File: src/rtl/mem_axi_master_pkg.sv
// Shared request-mode and AXI response encodings for the MMU-to-AXI4-Lite bridge.
package mem_axi_master_pkg;

    localparam logic MEMREQ_READ  = 1'b0;
    localparam logic MEMREQ_WRITE = 1'b1;

    localparam logic [1:0] AXI_RESP_OKAY   = 2'b00;
    localparam logic [1:0] AXI_RESP_EXOKAY = 2'b01;
    localparam logic [1:0] AXI_RESP_SLVERR = 2'b10;
    localparam logic [1:0] AXI_RESP_DECERR = 2'b11;

    // SLVERR and DECERR both have the upper bit set.
    function automatic logic resp_is_error(input logic [1:0] resp);
        return resp[1];
    endfunction

endpackage

File: src/rtl/mem_axi_master.sv
// Single-outstanding MMU request to AXI4-Lite master bridge with registered outputs
// and a sticky bus error flag.
module mem_axi_master
    import mem_axi_master_pkg::*;
#(
    parameter int          ADDR_WIDTH = 32,
    parameter int          DATA_WIDTH = 32,
    parameter logic [2:0]  AXI_PROT   = 3'b000
) (
    input  logic                      clk,
    input  logic                      rstn,
    input  logic                      request_enable,
    input  logic                      req_mode,
    input  logic [ADDR_WIDTH-1:0]     req_addr,
    input  logic [DATA_WIDTH-1:0]     req_wdata,
    input  logic [DATA_WIDTH/8-1:0]   req_wstrb,
    output logic                      response_enable,
    output logic [DATA_WIDTH-1:0]     resp_data,
    output logic                      bus_error,
    output logic                      busy,
    output logic [ADDR_WIDTH-1:0]     m_axi_awaddr,
    output logic [2:0]                m_axi_awprot,
    output logic                      m_axi_awvalid,
    input  logic                      m_axi_awready,
    output logic [DATA_WIDTH-1:0]     m_axi_wdata,
    output logic [DATA_WIDTH/8-1:0]   m_axi_wstrb,
    output logic                      m_axi_wvalid,
    input  logic                      m_axi_wready,
    input  logic [1:0]                m_axi_bresp,
    input  logic                      m_axi_bvalid,
    output logic                      m_axi_bready,
    output logic [ADDR_WIDTH-1:0]     m_axi_araddr,
    output logic [2:0]                m_axi_arprot,
    output logic                      m_axi_arvalid,
    input  logic                      m_axi_arready,
    input  logic [DATA_WIDTH-1:0]     m_axi_rdata,
    input  logic [1:0]                m_axi_rresp,
    input  logic                      m_axi_rvalid,
    output logic                      m_axi_rready
);

    typedef enum logic [2:0] {IDLE, RD_ADDR, RD_DATA, WR_REQ, WR_RESP, DONE} state_t;

    state_t                    state, state_nxt;
    logic                      response_enable_nxt, bus_error_nxt, busy_nxt;
    logic [DATA_WIDTH-1:0]     resp_data_nxt, wdata_nxt;
    logic [ADDR_WIDTH-1:0]     awaddr_nxt, araddr_nxt;
    logic [DATA_WIDTH/8-1:0]   wstrb_nxt;
    logic                      awvalid_nxt, wvalid_nxt, bready_nxt, arvalid_nxt, rready_nxt;
    logic                      aw_done, w_done;

    assign m_axi_awprot = AXI_PROT;
    assign m_axi_arprot = AXI_PROT;

    // A channel counts as done once its valid has dropped or is handshaking now.
    assign aw_done = !m_axi_awvalid || m_axi_awready;
    assign w_done  = !m_axi_wvalid  || m_axi_wready;

    always_ff @(posedge clk or negedge rstn) begin
        if (!rstn) begin
            state           <= IDLE;
            response_enable <= 1'b0;
            resp_data       <= '0;
            bus_error       <= 1'b0;
            busy            <= 1'b0;
            m_axi_awaddr    <= '0;
            m_axi_awvalid   <= 1'b0;
            m_axi_wdata     <= '0;
            m_axi_wstrb     <= '0;
            m_axi_wvalid    <= 1'b0;
            m_axi_bready    <= 1'b0;
            m_axi_araddr    <= '0;
            m_axi_arvalid   <= 1'b0;
            m_axi_rready    <= 1'b0;
        end else begin
            state           <= state_nxt;
            response_enable <= response_enable_nxt;
            resp_data       <= resp_data_nxt;
            bus_error       <= bus_error_nxt;
            busy            <= busy_nxt;
            m_axi_awaddr    <= awaddr_nxt;
            m_axi_awvalid   <= awvalid_nxt;
            m_axi_wdata     <= wdata_nxt;
            m_axi_wstrb     <= wstrb_nxt;
            m_axi_wvalid    <= wvalid_nxt;
            m_axi_bready    <= bready_nxt;
            m_axi_araddr    <= araddr_nxt;
            m_axi_arvalid   <= arvalid_nxt;
            m_axi_rready    <= rready_nxt;
        end
    end

    always_comb begin
        state_nxt           = state;
        response_enable_nxt = 1'b0;
        resp_data_nxt       = resp_data;
        bus_error_nxt       = bus_error;
        awaddr_nxt          = m_axi_awaddr;
        awvalid_nxt         = m_axi_awvalid;
        wdata_nxt           = m_axi_wdata;
        wstrb_nxt           = m_axi_wstrb;
        wvalid_nxt          = m_axi_wvalid;
        bready_nxt          = m_axi_bready;
        araddr_nxt          = m_axi_araddr;
        arvalid_nxt         = m_axi_arvalid;
        rready_nxt          = m_axi_rready;

        case (state)
            IDLE: begin
                if (request_enable) begin
                    awaddr_nxt    = req_addr;
                    araddr_nxt    = req_addr;
                    wdata_nxt     = req_wdata;
                    wstrb_nxt     = req_wstrb;
                    bus_error_nxt = 1'b0;
                    if (req_mode == MEMREQ_READ) begin
                        arvalid_nxt = 1'b1;
                        state_nxt   = RD_ADDR;
                    end else begin
                        awvalid_nxt = 1'b1;
                        wvalid_nxt  = 1'b1;
                        state_nxt   = WR_REQ;
                    end
                end
            end
            RD_ADDR: begin
                if (m_axi_arvalid && m_axi_arready) begin
                    arvalid_nxt = 1'b0;
                    rready_nxt  = 1'b1;
                    state_nxt   = RD_DATA;
                end
            end
            RD_DATA: begin
                if (m_axi_rvalid && m_axi_rready) begin
                    rready_nxt          = 1'b0;
                    response_enable_nxt = 1'b1;
                    if (resp_is_error(m_axi_rresp)) begin
                        bus_error_nxt = 1'b1;
                        resp_data_nxt = '0;
                    end else begin
                        resp_data_nxt = m_axi_rdata;
                    end
                    state_nxt = DONE;
                end
            end
            WR_REQ: begin
                if (m_axi_awvalid && m_axi_awready) awvalid_nxt = 1'b0;
                if (m_axi_wvalid && m_axi_wready)   wvalid_nxt  = 1'b0;
                if (aw_done && w_done) begin
                    bready_nxt = 1'b1;
                    state_nxt  = WR_RESP;
                end
            end
            WR_RESP: begin
                if (m_axi_bvalid && m_axi_bready) begin
                    bready_nxt          = 1'b0;
                    resp_data_nxt       = '0;
                    response_enable_nxt = 1'b1;
                    if (resp_is_error(m_axi_bresp)) bus_error_nxt = 1'b1;
                    state_nxt = DONE;
                end
            end
            DONE: begin
                state_nxt = IDLE;
            end
            default: begin
                state_nxt = IDLE;
            end
        endcase

        busy_nxt = (state_nxt != IDLE);
    end

endmodule

File: config.mk
export PLATFORM = sky130hd
export DESIGN_NAME = mem_axi_master
export DESIGN_NICKNAME = d
export VERILOG_FILES = /design/src/rtl/mem_axi_master_pkg.sv /design/src/rtl/mem_axi_master.sv
export SDC_FILE = /design/constraint.sdc
export NUM_CORES = 1
export LEC_CHECK = 0
export CORE_ASPECT_RATIO = 1.75
export CORE_UTILIZATION = 30
export CTS_CLUSTER_SIZE = 28
export DETAILED_ROUTE_END_ITERATION = 8
export GPL_TIMING_DRIVEN = 1
export PLACE_DENSITY = 0.69
export SYNTH_ARGS = -nofsm -noshare
export SYNTH_HDL_FRONTEND = slang
export SYNTH_SLANG_ARGS = --single-unit
export TNS_END_PERCENT = 100
File: constraint.sdc
create_clock -name clk -period 4.1 [get_ports clk]
set_input_delay 0.82 -clock clk [delete_from_list [all_inputs] [get_ports clk]]
set_output_delay 0.82 -clock clk [all_outputs]
set_load 0.005 [all_outputs]
==> key figures <==
Logic synthesis
  • Register area share after synthesis: 58.5%
  • Synthesized cell area: about 4800 um^2
  • Post-Synthesis Cells: 531
  • Post-synthesis register bit count: 111
  • Syn Area/Cell: ~8.9 um^2
  • YS warnings: 0
  • Synth cell types: 29

Routing
  • Drt initial violations: 115
  • DR WL/cell: 13.8 um
  • Drc violations: 0
  • Routed vias/inst: 4.38
  • Post-route ant nets: 0
  • Post-Route WL: roughly 13 mm
  • First drt pass iteration count: 4
  • Vias: 4053

Power and ir drop
  • Pwr dens: approximately 690 nW/um^2
  • Comb pwr share: 46.0%
  • Clk pwr share: 16.3%
  • Flop pwr share: 37.7%
  • Sw Share: 32.5%
  • VDD IR-drop max: 0.260 mV
  • Lkg Pwr: 3.41 nW
  • Internal portion of total power: 0.00345 W
  • Sw power: 0.00166 W

STA
  • Fin Setup TNS: 0 ps
  • RSZ-0062 raised after global routing: no
  • Max-slew violation count: 0
  • Fmax: 438 MHz
  • WHS: about 470 ps
  • Least-Margin Pin Slew: between 800 and 900 ps
  • Max-slew headroom: between 40 and 50%
  • Fin worst setup slack: 1810 ps
  • Post-route minimum period: 2290 ps
  • Final Skew: 13.3 ps
  • Hold violation count in the final report: 0
  • Fin crit share: 55.7%
  • Setup Viol. Count Final: 0

Status
  • Status: complete, no violations

Setup path
  • Startpoint types: primary input
  • FF-to-FF Start: state[2]
  • Slowest cell on crit path: clkdlybuf4s50_1
  • Critical path arrival: 2560 ps
  • R2R cell count: 5
  • Critical path peak fanout: 69
  • Crit-path cells: clkdlybuf4s50_1 > nand2b_1 > or3_2 > buf_4 > nor2_1 > o32a_1
  • Crit-path max cell delay: ~500 ps
  • R2r endpoint: m_axi_arvalid
  • CP required: approximately 4400 ps
  • Worst reg2reg setup slack: 2150 ps
  • Crit end category: flop
  • Crit Path Class: primary input to flop

Floorplanning
  • I/O pins: 259
  • Die X: 97.1 um
  • Initial Util: 30.7%
  • Std cell rows: 60
  • DIE AREA: roughly 16000 um^2
  • Core ar.: 15500 um^2
  • DIE HEIGHT: 168 um

Clock network
  • Clk buf depth: 2
  • Post-CTS Resized: 0
  • TritonCTS Sinks: 111
  • CTS H-tree lvls: 3
  • # hold bufs at CTS: 0
  • CTS tree: done
  • CTS clk-pin slew, worst paths: approximately 60 ps
  • Total CTS buffers: 9
  • Post-CTS setup buffers: 0
  • Clock latency on the worst-skew pair: 350 ps
  • Clk root buf: clkbuf_16

Global route
  • Vias in the first global route: roughly 4000
  • Pin count of the biggest net entering global routing: 70
  • Overflow after GRT: 0
  • Antenna violations before repair: 0
  • All-Layer GR Usage: 15.9%
  • First-pass GRT wire length: 20.5 mm

Min path
  • Worst Hold Launch: m_axi_wdata[25]
  • WHS Endpoint: m_axi_wdata[25]
  • WHS Path Cells: 2
  • HP Class: flop to flop

Placed design
  • Final Wtd Congestion: 0.796
  • Pre-CTS setup slack: 1420 ps
  • Number of I/O port buffers: 250
  • HPWL Detailed: 9.36 mm

Final layout
  • Inserted Diodes: 0
  • Area growth syn-to-layout: 54.9%
  • Final #Nets: between 800 and 900
  • Layout cells sized above 1: 3.51%

Flow run
  • MaxCap Viol Count: 0
per-stage QoR:
| stage | util [%] | power (W) | instances | cell area (um^2) |
|---|---|---|---|---|
| finish | 47.6 | 0.00511 | 926 | 7360 |
| global route | 47.6 | 0.00551 | 926 | 7360 |
| CTS | 47.6 | 0.00521 | 926 | 7360 |
| detailed placement | 45.8 | 0.00434 | 911 | 7080 |
| global placement | 45.8 | 0.00430 | 911 | 7080 |
| floorplan | - | 0.00300 | 536 | 4770 |
cell type report:
type	instances	area (um^2)
multi-input combinational	353	1500
fill	1499	8110
clock buffer	10	239
sequential	111	2780
inverter	6	22.5
clock inverter	5	41.3
timing repair buffer	255	2550
tap	186	233
power groups by stage:
stage | Sequential [W] | Combinational (W) | Clock [W]
after detailed placement | 0.00195 | 0.00239 | 0
after floorplan | 0.00193 | 0.00107 | 0
after global placement | 0.00193 | 0.00236 | 0
after CTS | 0.00193 | 0.00240 | 0.000876
final | 0.00193 | 0.00235 | 0.000833
after global routing | 0.00200 | 0.00260 | 0.000912
worst max-delay path: cells and delay by family:
kind                   cells  cell delay (ps)
AOI/OAI and AO/OA          1              150
buffers and inverters      2              860
and+or+nand+nor            3              710
how the worst max path moves through the flow:
| stage | startpoint | slack, ps | end | cells after the start |
|---|---|---|---|---|
| 2_1_floorplan | m_axi_rvalid | 2330 | busy | 5 |
| 3_3_place_gp | request_enable | 1460 | m_axi_arvalid | 6 |
| 3_5_place_dp | m_axi_rvalid | 1420 | resp_data[19] | 5 |
| 4_1_cts | request_enable | 1790 | m_axi_arvalid | 6 |
| 5_1_grt | m_axi_rvalid | 1600 | resp_data[17] | 5 |
| 6_report | request_enable | 1810 | m_axi_arvalid | 6 |
registers in the layout, indices dropped and copies added, names as in the netlist:
signal	cells
bus_error	1
busy	1
m_axi_araddr	32
m_axi_arvalid	1
m_axi_awvalid	1
m_axi_bready	1
m_axi_rready	1
m_axi_wdata	32
m_axi_wstrb	4
m_axi_wvalid	1
resp_data	32
response_enable	1
state	3
synth_stat cells (all sizes together):
cell type	count	share of area, %
o211ai	1	0.16
nand3b	2	0.32
a21o	2	0.32
nand2	274	22
o2111a	1	0.24
and2	1	0.13
inv	6	0.47
nand4b	3	0.55
nor2	6	0.47
dfrtp	111	58
or3	1	0.13
nand3	1	0.11
a211o	1	0.18
o21ai	34	3.6
nor2b	2	0.26
a22oi	1	0.16
nor4b	1	0.50
nand4	2	0.26
clkbuf	6	0.47
o32a	2	0.42
conb	1	0.079
a21oi	7	0.82
buf	60	9.6
nand2b	4	0.53
a31o	1	0.18
cells in the final DEF (no fill, tap or decap):
cell	count
a211o_1	1
a21o_1	1
a21o_2	1
a21oi_1	6
a21oi_2	1
a22oi_1	1
a31o_2	1
and2_1	1
buf_12	1
buf_4	5
clkbuf_16	9
clkbuf_8	1
clkdlybuf4s50_1	249
clkinv_4	1
clkinvlp_4	2
conb_1	6
dfrtp_1	111
inv_1	6
inv_6	2
nand2_1	274
nand2b_1	4
nand3_1	1
nand3b_1	2
nand4_1	2
nand4b_1	3
nor2_1	6
nor2b_1	2
nor4b_4	1
o2111a_1	1
o211ai_1	1
o21ai_0	30
o21ai_1	4
o32a_1	2
or3_2	1
layer usage:
layer  track usage [%]  vias to the layer above  routed length, um
met5                 0                        -                  0
met3              3.34                       26                628
met4              8.18                        0                485
met2              28.9                      156               6740
met1              17.3                     1856               4970
li1                  -                     2015                  -
kinds of logic after synthesis:
kind of cell / count (synthesis) / synth area share, %
buffers and inverters: 72 / 10.5
DFF: 111 / 58.5
other: 1 / 0.0789
AOI/OAI and AO/OA: 50 / 6.06
and+or+nand+nor: 297 / 24.9
Note: power is estimated with default switching activity, not from simulation.
